### src/rtl/fwd_hazard_ctrl_if.sv
// rtl/fwd_hazard_ctrl_if.sv - ID-stage operand/hazard bundle for fwd_hazard_ctrl
//
// Purpose: carries the decoded ID-stage instruction into the forwarding/hazard
// controller. It also carries the controller's EX operand selects, ex_valid,
// stall and stall counter back to the pipeline.
// Ports (signals):
//   id_valid, id_rs1, id_rs2, id_rs1_used, id_rs2_used, id_use_pc, id_use_imm,
//   id_rd, id_reg_write, id_is_load, flush  : pipeline -> controller
//   A_sel[2:0], B_sel[2:0], ex_valid, stall,
//   stall_cnt[15:0]                         : controller -> pipeline
// Modports: master = pipeline side, slave = controller side.

interface fwd_hazard_ctrl_if;
  logic        id_valid;
  logic [4:0]  id_rs1;
  logic [4:0]  id_rs2;
  logic        id_rs1_used;
  logic        id_rs2_used;
  logic        id_use_pc;
  logic        id_use_imm;
  logic [4:0]  id_rd;
  logic        id_reg_write;
  logic        id_is_load;
  logic        flush;
  logic [2:0]  A_sel;
  logic [2:0]  B_sel;
  logic        ex_valid;
  logic        stall;
  logic [15:0] stall_cnt;

  modport master (
    output id_valid, id_rs1, id_rs2, id_rs1_used, id_rs2_used, id_use_pc,
           id_use_imm, id_rd, id_reg_write, id_is_load, flush,
    input  A_sel, B_sel, ex_valid, stall, stall_cnt
  );

  modport slave (
    input  id_valid, id_rs1, id_rs2, id_rs1_used, id_rs2_used, id_use_pc,
           id_use_imm, id_rd, id_reg_write, id_is_load, flush,
    output A_sel, B_sel, ex_valid, stall, stall_cnt
  );
endinterface

### src/rtl/fwd_hazard_ctrl.sv
// rtl/fwd_hazard_ctrl.sv - EX operand forwarding selects and load-use stall control
//
// Purpose: tracks the two instructions ahead of ID (H1 in EX, H2 in MEM). It
// picks the EX operand sources for the ID instruction and inserts a single
// bubble on a load-use hazard.
// Ports:
//   clk  : rising-edge clock
//   rst  : synchronous active-high reset
//   bus  : fwd_hazard_ctrl_if.slave (ID inputs, flush; A_sel, B_sel, ex_valid,
//          stall, stall_cnt outputs)
// Parameter STALL_CNT_MAX: saturation value of stall_cnt (0xFFFF in use).

module fwd_hazard_ctrl #(
  parameter logic [15:0] STALL_CNT_MAX = 16'hFFFF
) (
  input logic             clk,
  input logic             rst,
  fwd_hazard_ctrl_if.slave bus
);

  localparam logic [2:0] SEL_PC_D2  = 3'b000;
  localparam logic [2:0] SEL_D1_IMM = 3'b001;
  localparam logic [2:0] SEL_ALU    = 3'b010;
  localparam logic [2:0] SEL_DIN    = 3'b011;
  localparam logic [2:0] SEL_TRIM   = 3'b100;

  typedef enum logic [0:0] {RUN, LU_STALL} state_t;

  state_t      state_q, state_d;
  logic        h1_valid, h1_rw, h1_ld;
  logic [4:0]  h1_rd;
  logic        h2_valid, h2_rw, h2_ld;
  logic [4:0]  h2_rd;
  logic [2:0]  a_sel_q, b_sel_q, a_sel_d, b_sel_d;
  logic        ex_valid_q;
  logic [15:0] stall_cnt_q;
  logic        stall_c, accept, load_use;
  logic        h1_m1, h1_m2, h2_m1, h2_m2;

  function automatic logic slot_match(input logic v, input logic rw,
                                      input logic [4:0] rd, input logic [4:0] r);
    return v & rw & (rd == r) & (r != 5'd0);
  endfunction

  assign h1_m1 = slot_match(h1_valid, h1_rw, h1_rd, bus.id_rs1);
  assign h1_m2 = slot_match(h1_valid, h1_rw, h1_rd, bus.id_rs2);
  assign h2_m1 = slot_match(h2_valid, h2_rw, h2_rd, bus.id_rs1);
  assign h2_m2 = slot_match(h2_valid, h2_rw, h2_rd, bus.id_rs2);

  // A load in EX cannot forward yet; flush wins because the dependent dies anyway.
  assign load_use = bus.id_valid & !bus.flush & h1_ld &
                    ((bus.id_rs1_used & h1_m1) | (bus.id_rs2_used & h1_m2));

  always_comb begin
    state_d = state_q;
    stall_c = 1'b0;
    case (state_q)
      RUN: begin
        if (load_use && !rst) begin
          stall_c = 1'b1;
          state_d = LU_STALL;
        end
      end
      // The load has moved to MEM by now, so the held instruction forwards from H2.
      LU_STALL: state_d = RUN;
      default:  state_d = RUN;
    endcase
  end

  assign accept = bus.id_valid & !bus.flush & !stall_c;

  always_comb begin
    a_sel_d = SEL_D1_IMM;
    if (bus.id_use_pc)              a_sel_d = SEL_PC_D2;
    else if (!bus.id_rs1_used)      a_sel_d = SEL_D1_IMM;
    else if (h1_m1 && !h1_ld)       a_sel_d = SEL_ALU;
    else if (h2_m1 && h2_ld)        a_sel_d = SEL_TRIM;
    else if (h2_m1)                 a_sel_d = SEL_DIN;

    b_sel_d = SEL_PC_D2;
    if (bus.id_use_imm)             b_sel_d = SEL_D1_IMM;
    else if (!bus.id_rs2_used)      b_sel_d = SEL_PC_D2;
    else if (h1_m2 && !h1_ld)       b_sel_d = SEL_ALU;
    else if (h2_m2 && h2_ld)        b_sel_d = SEL_TRIM;
    else if (h2_m2)                 b_sel_d = SEL_DIN;
  end

  always_ff @(posedge clk) begin
    if (rst) begin
      state_q     <= RUN;
      h1_valid    <= 1'b0;
      h1_rw       <= 1'b0;
      h1_ld       <= 1'b0;
      h1_rd       <= 5'd0;
      h2_valid    <= 1'b0;
      h2_rw       <= 1'b0;
      h2_ld       <= 1'b0;
      h2_rd       <= 5'd0;
      a_sel_q     <= SEL_D1_IMM;
      b_sel_q     <= SEL_PC_D2;
      ex_valid_q  <= 1'b0;
      stall_cnt_q <= 16'd0;
    end else begin
      state_q  <= state_d;
      h2_valid <= h1_valid;
      h2_rw    <= h1_rw;
      h2_ld    <= h1_ld;
      h2_rd    <= h1_rd;
      h1_valid <= accept;
      h1_rw    <= bus.id_reg_write;
      h1_ld    <= bus.id_is_load;
      h1_rd    <= bus.id_rd;
      if (accept) begin
        a_sel_q <= a_sel_d;
        b_sel_q <= b_sel_d;
      end else begin
        a_sel_q <= SEL_D1_IMM;
        b_sel_q <= SEL_PC_D2;
      end
      ex_valid_q <= accept;
      if (stall_c && stall_cnt_q != STALL_CNT_MAX)
        stall_cnt_q <= stall_cnt_q + 16'd1;
    end
  end

  assign bus.A_sel     = a_sel_q;
  assign bus.B_sel     = b_sel_q;
  assign bus.ex_valid  = ex_valid_q;
  assign bus.stall     = stall_c;
  assign bus.stall_cnt = stall_cnt_q;

endmodule

### src/flat_wrapper.sv
// flat-port wrapper written by rule: the top's interface ports become plain ports
module fwd_hazard_ctrl_flat 
#(
  parameter logic [15:0] STALL_CNT_MAX = 16'hFFFF
)
  (clk, rst, bus_id_valid, bus_id_rs1, bus_id_rs2, bus_id_rs1_used, bus_id_rs2_used, bus_id_use_pc, bus_id_use_imm, bus_id_rd, bus_id_reg_write, bus_id_is_load, bus_flush, bus_A_sel, bus_B_sel, bus_ex_valid, bus_stall, bus_stall_cnt);
  fwd_hazard_ctrl_if bus_i ();
  input logic clk;
  input logic rst;
  input wire logic [$bits(bus_i.id_valid)-1:0] bus_id_valid;
  input wire logic [$bits(bus_i.id_rs1)-1:0] bus_id_rs1;
  input wire logic [$bits(bus_i.id_rs2)-1:0] bus_id_rs2;
  input wire logic [$bits(bus_i.id_rs1_used)-1:0] bus_id_rs1_used;
  input wire logic [$bits(bus_i.id_rs2_used)-1:0] bus_id_rs2_used;
  input wire logic [$bits(bus_i.id_use_pc)-1:0] bus_id_use_pc;
  input wire logic [$bits(bus_i.id_use_imm)-1:0] bus_id_use_imm;
  input wire logic [$bits(bus_i.id_rd)-1:0] bus_id_rd;
  input wire logic [$bits(bus_i.id_reg_write)-1:0] bus_id_reg_write;
  input wire logic [$bits(bus_i.id_is_load)-1:0] bus_id_is_load;
  input wire logic [$bits(bus_i.flush)-1:0] bus_flush;
  output wire logic [$bits(bus_i.A_sel)-1:0] bus_A_sel;
  output wire logic [$bits(bus_i.B_sel)-1:0] bus_B_sel;
  output wire logic [$bits(bus_i.ex_valid)-1:0] bus_ex_valid;
  output wire logic [$bits(bus_i.stall)-1:0] bus_stall;
  output wire logic [$bits(bus_i.stall_cnt)-1:0] bus_stall_cnt;
  assign bus_i.id_valid = bus_id_valid;
  assign bus_i.id_rs1 = bus_id_rs1;
  assign bus_i.id_rs2 = bus_id_rs2;
  assign bus_i.id_rs1_used = bus_id_rs1_used;
  assign bus_i.id_rs2_used = bus_id_rs2_used;
  assign bus_i.id_use_pc = bus_id_use_pc;
  assign bus_i.id_use_imm = bus_id_use_imm;
  assign bus_i.id_rd = bus_id_rd;
  assign bus_i.id_reg_write = bus_id_reg_write;
  assign bus_i.id_is_load = bus_id_is_load;
  assign bus_i.flush = bus_flush;
  assign bus_A_sel = bus_i.A_sel;
  assign bus_B_sel = bus_i.B_sel;
  assign bus_ex_valid = bus_i.ex_valid;
  assign bus_stall = bus_i.stall;
  assign bus_stall_cnt = bus_i.stall_cnt;
  fwd_hazard_ctrl #(.STALL_CNT_MAX(STALL_CNT_MAX)) u_core (.clk(clk), .rst(rst), .bus(bus_i));
endmodule
### config.mk
export PLATFORM = sky130hd
export DESIGN_NAME = fwd_hazard_ctrl_flat
export DESIGN_NICKNAME = d
export VERILOG_FILES = /design/src/rtl/fwd_hazard_ctrl_if.sv /design/src/rtl/fwd_hazard_ctrl.sv /design/src/flat_wrapper.sv
export SDC_FILE = /design/constraint.sdc
export NUM_CORES = 1
export LEC_CHECK = 0
export CAP_MARGIN = 20
export CORE_ASPECT_RATIO = 0.6
export CORE_MARGIN = 2
export CORE_UTILIZATION = 48
export CTS_BUF_LIST = sky130_fd_sc_hd__clkbuf_4 sky130_fd_sc_hd__clkbuf_8 sky130_fd_sc_hd__clkbuf_16
export CTS_CLUSTER_SIZE = 10
export DETAILED_ROUTE_END_ITERATION = 12
export PLACE_DENSITY = 0.82
export SYNTH_ARGS = -nofsm -noshare
export SYNTH_HDL_FRONTEND = slang
export SYNTH_SLANG_ARGS = --single-unit
### constraint.sdc
create_clock -name clk -period 2.7 [get_ports clk]
set_input_delay 0.54 -clock clk [delete_from_list [all_inputs] [get_ports clk]]
set_output_delay 0.54 -clock clk [all_outputs]
set_load 0.05 [all_outputs]
Yosys cells after proc, flatten, opt, wreduce, memory -nomap -nowiden
Index checks and enable logic that the tools add are counted.
{ "totals": {"reg_bits": 39, "inputBits": 25, "output_inout_bits": 24, "word_cells": 73} }
{ "classes": {"add_sub_neg": 1, "n_eq_ne": 5, "n_mux": 13, "bitwise_logic": 21, "reduce_logical": 17} }
{ "op_table": {"columns": ["cell", "n"], "rows": [
  ["equality test 5 bit", 4],
  ["adder 16 x 1 -> 16 bit, second input constant", 1],
  ["bitwise AND 1 bit", 16],
  ["!= test 16 bit, second input constant", 1],
  ["nonzero test 5 bit", 2],
  ["OR reduction 5 bit", 2],
  ["2-to-1 mux 2 bit", 4],
  ["OR reduction 4 bit", 2],
  ["logical AND 1 bit", 6],
  ["2-to-1 mux 1 bit", 6],
  ["2-to-1 mux 3 bit", 2],
  ["zero test 1 bit", 4],
  ["inverter 1 bit", 4],
  ["case mux 1 bit (2 select lines)", 1],
  ["OR reduction 2 bit", 1],
  ["bitwise OR 1 bit", 1]
]} }

Depth between registers and ports, before layout
Gate-level depths: netlist of run 1.
{ "logic_depth": {"depth_word": 13, "depth_mapped": 7, "mapped_depth_nobuf": 6} }

Worst setup path after synthesis of run 1
No wires, ideal clock.
{ "synth_timing": {"path_kind": "input port to output port", "startpoint": "input bus_id_rs1[4]", "endpoint": "output bus_stall", "arrival_time_ps": 2174, "required_ps": 2160, "path_slack_ps": -14, "path_stages": 6, "n_path_buf": 2, "cell_sequence": "xnor2_1 -> o211ai_2 -> o32a_4 -> buf_6 -> buf_4 -> nor2_1"} }
{ "synth_between": {"elab_chain_cells": 9, "elab_cells_between_ends": 10, "cone_classes": "eq/ne: 1; mux: 2; bitwise: 5; reduce/logical: 2"} }
{ "synth_lines": {"columns": ["element", "line", "rtl"], "rows": [
  ["start: declaration", "flat_wrapper.sv:11", "input wire logic [$bits(bus_i.id_rs1)-1:0] bus_id_rs1;"],
  ["equality test 5 bit", "fwd_hazard_ctrl.sv:42", "return v & rw & (rd == r) & (r != 5'd0);"],
  ["bitwise AND 1 bit", "fwd_hazard_ctrl.sv:42", null],
  ["bitwise AND 1 bit (*)", "fwd_hazard_ctrl.sv:42", null],
  ["bitwise AND 1 bit (*)", "fwd_hazard_ctrl.sv:52", "((bus.id_rs1_used & h1_m1) | (bus.id_rs2_used & h1_m2));"],
  ["bitwise OR 1 bit (*)", "fwd_hazard_ctrl.sv:52", null],
  ["bitwise AND 1 bit (*)", "fwd_hazard_ctrl.sv:51", "assign load_use = bus.id_valid & !bus.flush & h1_ld &"],
  ["logical AND 1 bit (*)", "fwd_hazard_ctrl.sv:59", "if (load_use && !rst) begin"],
  ["2-to-1 mux 1 bit (*)", "fwd_hazard_ctrl.sv:59", null],
  ["2-to-1 mux 1 bit (*)", "fwd_hazard_ctrl.sv:57", "case (state_q)"],
  ["end: declaration", "flat_wrapper.sv:24", "output wire logic [$bits(bus_i.stall)-1:0] bus_stall;"]
]} }
Every way passes the cells marked *; elsewhere a longest branch is shown, timed or not.

Worst setup path in the final report of run 1
{ "layout_timing": {"startpoint": "input bus_id_rs2[2]", "endpoint": "output bus_stall"} }
{ "layout_between": {"elab_chain_cells": 9, "elab_cells_between_ends": 10, "cone_classes": "eq/ne: 1; mux: 2; bitwise: 5; reduce/logical: 2"} }
{ "layout_lines": {"columns": ["element", "line", "rtl"], "rows": [
  ["start: declaration", "flat_wrapper.sv:12", "input wire logic [$bits(bus_i.id_rs2)-1:0] bus_id_rs2;"],
  ["equality test 5 bit", "fwd_hazard_ctrl.sv:42", null],
  ["bitwise AND 1 bit", "fwd_hazard_ctrl.sv:42", null],
  ["bitwise AND 1 bit (*)", "fwd_hazard_ctrl.sv:42", null],
  ["bitwise AND 1 bit (*)", "fwd_hazard_ctrl.sv:52", null],
  ["bitwise OR 1 bit (*)", "fwd_hazard_ctrl.sv:52", null],
  ["bitwise AND 1 bit (*)", "fwd_hazard_ctrl.sv:51", null],
  ["logical AND 1 bit (*)", "fwd_hazard_ctrl.sv:59", null],
  ["2-to-1 mux 1 bit (*)", "fwd_hazard_ctrl.sv:59", null],
  ["2-to-1 mux 1 bit (*)", "fwd_hazard_ctrl.sv:57", null]
]} }
Marks and branches as above.

==> results of run 1 <==
-- sequential cells by signal (all words and copies together), names as in the netlist --
register,cells
u_core.bus.A_sel,3
u_core.bus.B_sel,3
u_core.bus.stall_cnt,16
u_core.h1_ld,1
u_core.h1_rd,5
u_core.h1_rw,1
u_core.h1_valid,1
u_core.h2_ld,1
u_core.h2_rd,5
u_core.h2_rw,1
u_core.h2_valid,1
u_core.state_q,1
-- where the power goes --
part / internal (uW) / leakage [uW] / switching [uW]
Combinational: 83.6 / 0.000555 / 59.8
Sequential: 587 / 0.000318 / 11.7
Clock: 281 / 0.0000547 / 193
Total: 951 / 0.000927 / 265
-- cell families (layout without fill, tap and decap cells) --
kind of cell / Yosys count / count (layout) / synth area share (%)
DFF: 39 / 39 / 41.8
muxes: 3 / 3 / 1.74
xor gates and xnor gates: 20 / 20 / 9.38
adders and majority gates: 1 / 1 / 0.670
buffers and inverters: 11 / 79 / 3.08
AOI/OAI and AO/OA: 38 / 38 / 14.9
and+or+nand+nor: 88 / 88 / 28.4
-- layout make-up --
cell class,count,area [um2]
Multi-Input combinational cell,150,1060
Fill cell,279,1020
Sequential cell,39,781
Timing Repair Buffer,68,658
Clock buffer,6,76.3
Tap cell,47,58.8
Clock inverter,1,30.0
Inverter,4,15.0
-- synth_stat cells, types with 2 or more instances --
master | count | share of area, %
a21oi_1 | 13 | 3.5
inv_1 | 4 | 0.80
nand3b_1 | 2 | 0.80
nand2b_1 | 2 | 0.67
o211ai_1 | 3 | 1.2
o31ai_1 | 10 | 4.0
nor2_1 | 8 | 1.6
nand4_1 | 7 | 2.3
nor4_1 | 7 | 2.3
xnor2_1 | 16 | 7.5
or4_1 | 13 | 5.2
or3_1 | 2 | 0.67
xor2_1 | 4 | 1.9
nand3_1 | 9 | 2.4
nor2b_1 | 18 | 6.0
clkbuf_1 | 3 | 0.60
buf_4 | 2 | 0.80
o21ai_0 | 4 | 1.1
nand2_1 | 10 | 2.0
o211ai_2 | 2 | 1.3
nor3_1 | 3 | 0.80
dfxtp_1 | 39 | 42
-- metrics by stage --
stage / total power [uW] / setup WS (ps) / std cells / utilization (%)
after floorplan: 668 / 211 / 200 / -
after global placement: 740 / -12.7 / 305 / 68.0
after detailed placement: 742 / -37.9 / 305 / 68.0
after CTS: 1220 / 6.35 / 315 / 71.7
after global routing: 1270 / -12.2 / 315 / 72.4
final: 1220 / 27.5 / 315 / 72.4
-- what timing repair did --
item                       in CTS  in global routing
buffers inserted                3                  0
gates resized for setup         2                  5
setup endpoints to repair       1                  2
pin swaps                       3                  3
hold endpoints to repair        0                  0
hold buffers                    0                  0
-- routing by layer --
layer / track usage (%) / part of all wire, % / up-vias / wire length [um]
met3: 5.35 / 5.3 / 2 / 237
li1: - / - / 873 / -
met2: 31.2 / 41 / 45 / 1840
met5: 0 / 0 / - / 0
met1: 31.9 / 53 / 787 / 2380
met4: 6.35 / 0.31 / 0 / 14
-- how the worst max path moves through the flow --
stage	startpoint	to	slack (ps)	depth (start not counted)
after floorplan	bus_id_rs1[4]	bus_stall	210	6
after global placement	bus_id_rs2[3]	bus_stall	-10	6
after detailed placement	bus_id_rs2[3]	bus_stall	-40	6
after CTS	bus_id_rs1[2]	bus_stall	6	6
after global routing	bus_id_rs1[1]	bus_stall	-10	6
final	bus_id_rs2[2]	bus_stall	30	6
==> metrics.yaml, run 1 <==
timing:
  tightest_slew_ps: 653
  setup_tns_ps: 0
  fin_crit_sh_pct: 99.0
  hold_viol_final: 0
  slew_viol_final: 0
  min_period_ps: 2670
  setup_viol: 0
  hold-worst-slack_ps: 495
  timing.fmax_ghz: 0.374
  skew_ps: 4.89
  slew_headroom_pct: 56.0
route:
  wirelength_um: 4470
  drt_iter0_markers: 103
  drcViolationCount: 0
  vias: 1707
  ant_nets: 0
  routedWlPerCell_um: 14.2
  drtPass1Iterations: 4
  viasPerCell: 5.42
worst_setup_path:
  cp_slowest_stage_delay_ps: 570
  crit_type: "primary input to output pin"
  cp_slowest_cell: "or4_4"
  path_max_fanout: 2
  start_kind: "primary input"
  reg2reg_to: "u_core.bus.stall_cnt[13]"
  path_cells: "clkdlybuf4s50_1 -> or4_4 -> o211ai_4 -> o32a_4 -> nor2_2 -> buf_12"
  cp-end-kind: "output pin"
  cp.arrival_ps: 2130
  crit_family: "simple AND/OR/NAND/NOR gates"
  crit_required_ps: 2160
  reg2reg_depth: 7
  rr_startpoint: "u_core.h1_rd[2]"
  path_buf_inv: 2
  ff2ff_setup_slack_ps: 520
synthesis:
  ys_ff_latch: 39
  syn_area_per_cell_um2: 9.33
  synth_nets: 226
  syn_inst: 200
  synth_async_sr_flop_share_pct: 0
  yosysSeqAreaShare_pct: 41.8
  synth_area_um2: 1870
  ys.flop_type: "dfxtp_1"
  synth_edf_count: 0
  ys_types: 41
  ys_warn_count: 0
clocking:
  cts_tree: "yes"
  cts_buffer_depth: 2
  htreeDepth: 2
  cts_sinks: 39
  cts_buffers: 5
  clkTransAtPathRegs_ps: 70
  clockRootBuffer: "clkbuf_8"
  insertion_delay_ps: 290
global_routing:
  antenna_found_initial: 0
  grt_max_degree: 36
  track_usage_pct: 21.7
  grt_pass1_vias: 1475
  overflow: 0
  grt_pass1_wl_um: 7250
floorplan:
  fp-row-count: 17
  initial_core_util_pct: 50.4
  dieHeight_um: 52.3
  io_pins: 49
  dieArea_um2: 4420
  dieWidth_um: 84.5
  coreArea_um2: 3700
hold_path:
  holdPathEnd: "u_core.h2_rw"
  worstHoldStart: "u_core.h1_rw"
  min_path_cells: 1
  hp-class: "register to register"
outcome:
  status: "finished, final reports clean"
power:
  powerDensity_nw_per_um2: 453
  irDropWorstVdd_mv: 0.345
  leakage_uw: 0.000927
final_layout:
  final_layout_size_suffix_gt1_share_pct: 15.3
  final_common_cell: "clkdlybuf4s50_1"
  num-nets-final: 294
  finalInstanceArea_um2: 2680
  mostFrequentLayoutCells: "clkdlybuf4s50_1 (45), dfxtp_1 (39), buf_4 (19)"
  n_antenna_cell: 0
  syn_to_final_growth_pct: 43.6
flow_run:
  maxCapViolations: 0
place:
  place_hpwl_um: 3240
  port_buffers: 48
  gp_congestion: 0.805
  place_area_um2: 2520
(Power assumes the default switching activity.)
==> run 2: changes to the inputs <==
--- a/config.mk
+++ b/config.mk
@@ -5,7 +5,6 @@
 export SDC_FILE = /design/constraint.sdc
 export NUM_CORES = 1
 export LEC_CHECK = 0
-export CAP_MARGIN = 20
 export CORE_ASPECT_RATIO = 0.6
 export CORE_MARGIN = 2
 export CORE_UTILIZATION = 48
==> results of run 2 <==
The final DEF is identical to that of run 1; final timing and power are the same.
==> run 3: changes to the inputs <==
--- a/config.mk
+++ b/config.mk
@@ -9,9 +9,8 @@
 export CORE_MARGIN = 2
 export CORE_UTILIZATION = 48
 export CTS_BUF_LIST = sky130_fd_sc_hd__clkbuf_4 sky130_fd_sc_hd__clkbuf_8 sky130_fd_sc_hd__clkbuf_16
-export CTS_CLUSTER_SIZE = 10
 export DETAILED_ROUTE_END_ITERATION = 12
-export PLACE_DENSITY = 0.82
+export PLACE_DENSITY = 0.83
 export SYNTH_ARGS = -nofsm -noshare
 export SYNTH_HDL_FRONTEND = slang
 export SYNTH_SLANG_ARGS = --single-unit
==> run 3 against run 2 <==
  * Wire length rose by 3.4%
  * Non-clock buffer count fell by 7
  * Sequential share of layout area rose by 1.0 points
  * Via count rose by 1.5%
  * Fmax rose by 0.70%
  * Cell area fell by 3.4%
  * Sequential power barely moved
  * Register-to-register slack got worse by 40 ps
  * Setup slack improved by 19 ps
  * Worst hold slack improved by 9.4 ps
  * Largest cell class unchanged
  * Largest power group unchanged
==> metrics.yaml, run 3 (synthesis results as in run 1) <==
outcome:
  status: "finished, final reports clean"
global_routing:
  overflow: 0
  grt_max_degree: 36
  grt_pass1_vias: 1565
  antenna_found_initial: 0
  grt_pass1_wl_um: 7400
  track_usage_pct: 22.2
timing:
  setup_tns_ps: 0
  slew_viol_final: 0
  tightest_slew_ps: 682
  min_period_ps: 2650
  skew_ps: 3.73
  slew_headroom_pct: 54.1
  hold_viol_final: 0
  setup_viol: 0
  timing.fmax_ghz: 0.377
  fin_crit_sh_pct: 98.3
worst_setup_path:
  ff2ff_setup_slack_ps: 480
  path_max_fanout: 2
  rr_startpoint: "u_core.h1_rd[0]"
  start_kind: "primary input"
  crit_start: "bus_id_rs2[1]"
  crit_required_ps: 2160
  cp.arrival_ps: 2110
  cp-end-kind: "output pin"
  reg2reg_depth: 7
  crit_type: "primary input to output pin"
  path_cells: "clkdlybuf4s50_1 -> or4_4 -> o211ai_4 -> o32a_4 -> nor2_4 -> buf_12"
  cp_slowest_cell: "or4_4"
  cp_slowest_stage_delay_ps: 540
  reg2reg_to: "u_core.bus.stall_cnt[13]"
power:
  clockPowerShare_pct: 35.3
  swShare_pct: 23.7
  fin_total_pwr_uw: 1130
  irDropWorstVdd_mv: 0.361
  p_int_uw: 861
  leakage_uw: 0.000866
  power_frac_seq_pct: 53.0
  p_switching_uw: 267
  powerDensity_nw_per_um2: 435
  p_comb_share_pct: 11.7
floorplan:
  coreArea_um2: 3700
  dieArea_um2: 4420
  initial_core_util_pct: 50.4
  dieWidth_um: 84.5
  dieHeight_um: 52.3
  fp-row-count: 17
  io_pins: 49
place:
  port_buffers: 48
  dp.cells: 300
  place_hpwl_um: 3440
  gp_congestion: 0.803
  place_area_um2: 2480
route:
  met2_length_um: 2010
  drtPass1Iterations: 4
  drcViolationCount: 0
  vias: 1733
  viasPerCell: 5.61
  m1WireLength_um: 2250
  ant_nets: 0
  wirelength_um: 4620
  met3_length_um: 299
  routedWlPerCell_um: 14.9
  drt_iter0_markers: 115
  top_layer: "met4"
final_layout:
  finalInstanceArea_um2: 2590
  nFillCells: 320
  mostFrequentLayoutCells: "clkdlybuf4s50_1 (43), dfxtp_1 (39), nor2b_1 (18)"
  syn_to_final_growth_pct: 38.8
  largest_register_ffs: 16
  num-nets-final: 287
  final_layout_size_suffix_gt1_share_pct: 12.6
  final_common_cell: "clkdlybuf4s50_1"
  final_cells: 309
  n_antenna_cell: 0
clocking:
  cts_sinks: 39
  insertion_delay_ps: 290
  cts_buffer_depth: 2
  clkTransAtPathRegs_ps: 70
  cts_buffers: 5
  cts_tree: "yes"
  cts_hold_buffers: 0
  clockRootBuffer: "clkbuf_8"
  htreeDepth: 2
hold_path:
  holdPathEnd: "u_core.h2_rw"
  worstHoldStart: "u_core.h1_rw"
  hp-class: "register to register"
  min_path_cells: 1
flow_run:
  maxCapViolations: 0
run 3: worst max-delay path by stage:
stage	endpoint
after floorplan	bus_stall
after global placement	bus_stall
after detailed placement	bus_stall
after CTS	bus_stall
after global routing	bus_stall
final	bus_stall
run 3: power groups by stage:
stage	registers, uW	clock network (uW)	logic [uW]
detailed placement	611	0	129
floorplan	613	0	55.6
CTS	598	404	129
global route	599	431	142
finish	598	398	132
global placement	611	0	125
run 3: cell type report:
cell class | count | area, um2 | share of cell area (%)
clock buffers | 7 | 83.8 | 3.24
well taps | 47 | 58.8 | 2.27
clock inverters | 1 | 5.00 | 0.193
multi-input cells | 150 | 1050 | 40.6
flip-flops and latches | 39 | 781 | 30.1
inverters | 4 | 15.0 | 0.579
repair buffers | 61 | 596 | 23.0
run 3: repair_timing:
item	4_1_cts	5_1_grt
buffers inserted	0	1
resized for setup	6	2
endpoints found under the hold margin	0	0
setup endpoints to repair	1	1
pin swaps	4	2
run 3: routing by layer:
| metal | vias up | GRT usage (%) |
|---|---|---|
| li1 | 855 | - |
| met1 | 810 | 30.3 |
| met2 | 62 | 33.7 |
| met3 | 6 | 5.51 |
| met4 | 0 | 9.26 |
| met5 | - | 0 |
run 3: stage by stage:
stage / worst slack, ps / hold WS (ps) / utilization, %
floorplan: 211 / 470 / -
global placement: -29.8 / 479 / 67.0
detailed placement: -93.1 / 494 / 67.0
CTS: 0.757 / 504 / 69.4
global route: -2.67 / 524 / 70.0
finish: 46.1 / 505 / 70.0
run 3: critical path: cells and delay by family:
| kind | cells | cell delay [ps] |
|---|---|---|
| and+or+nand+nor | 2 | 590 |
| AOI/OAI and AO/OA | 2 | 410 |
| buffers and inverters | 2 | 570 |
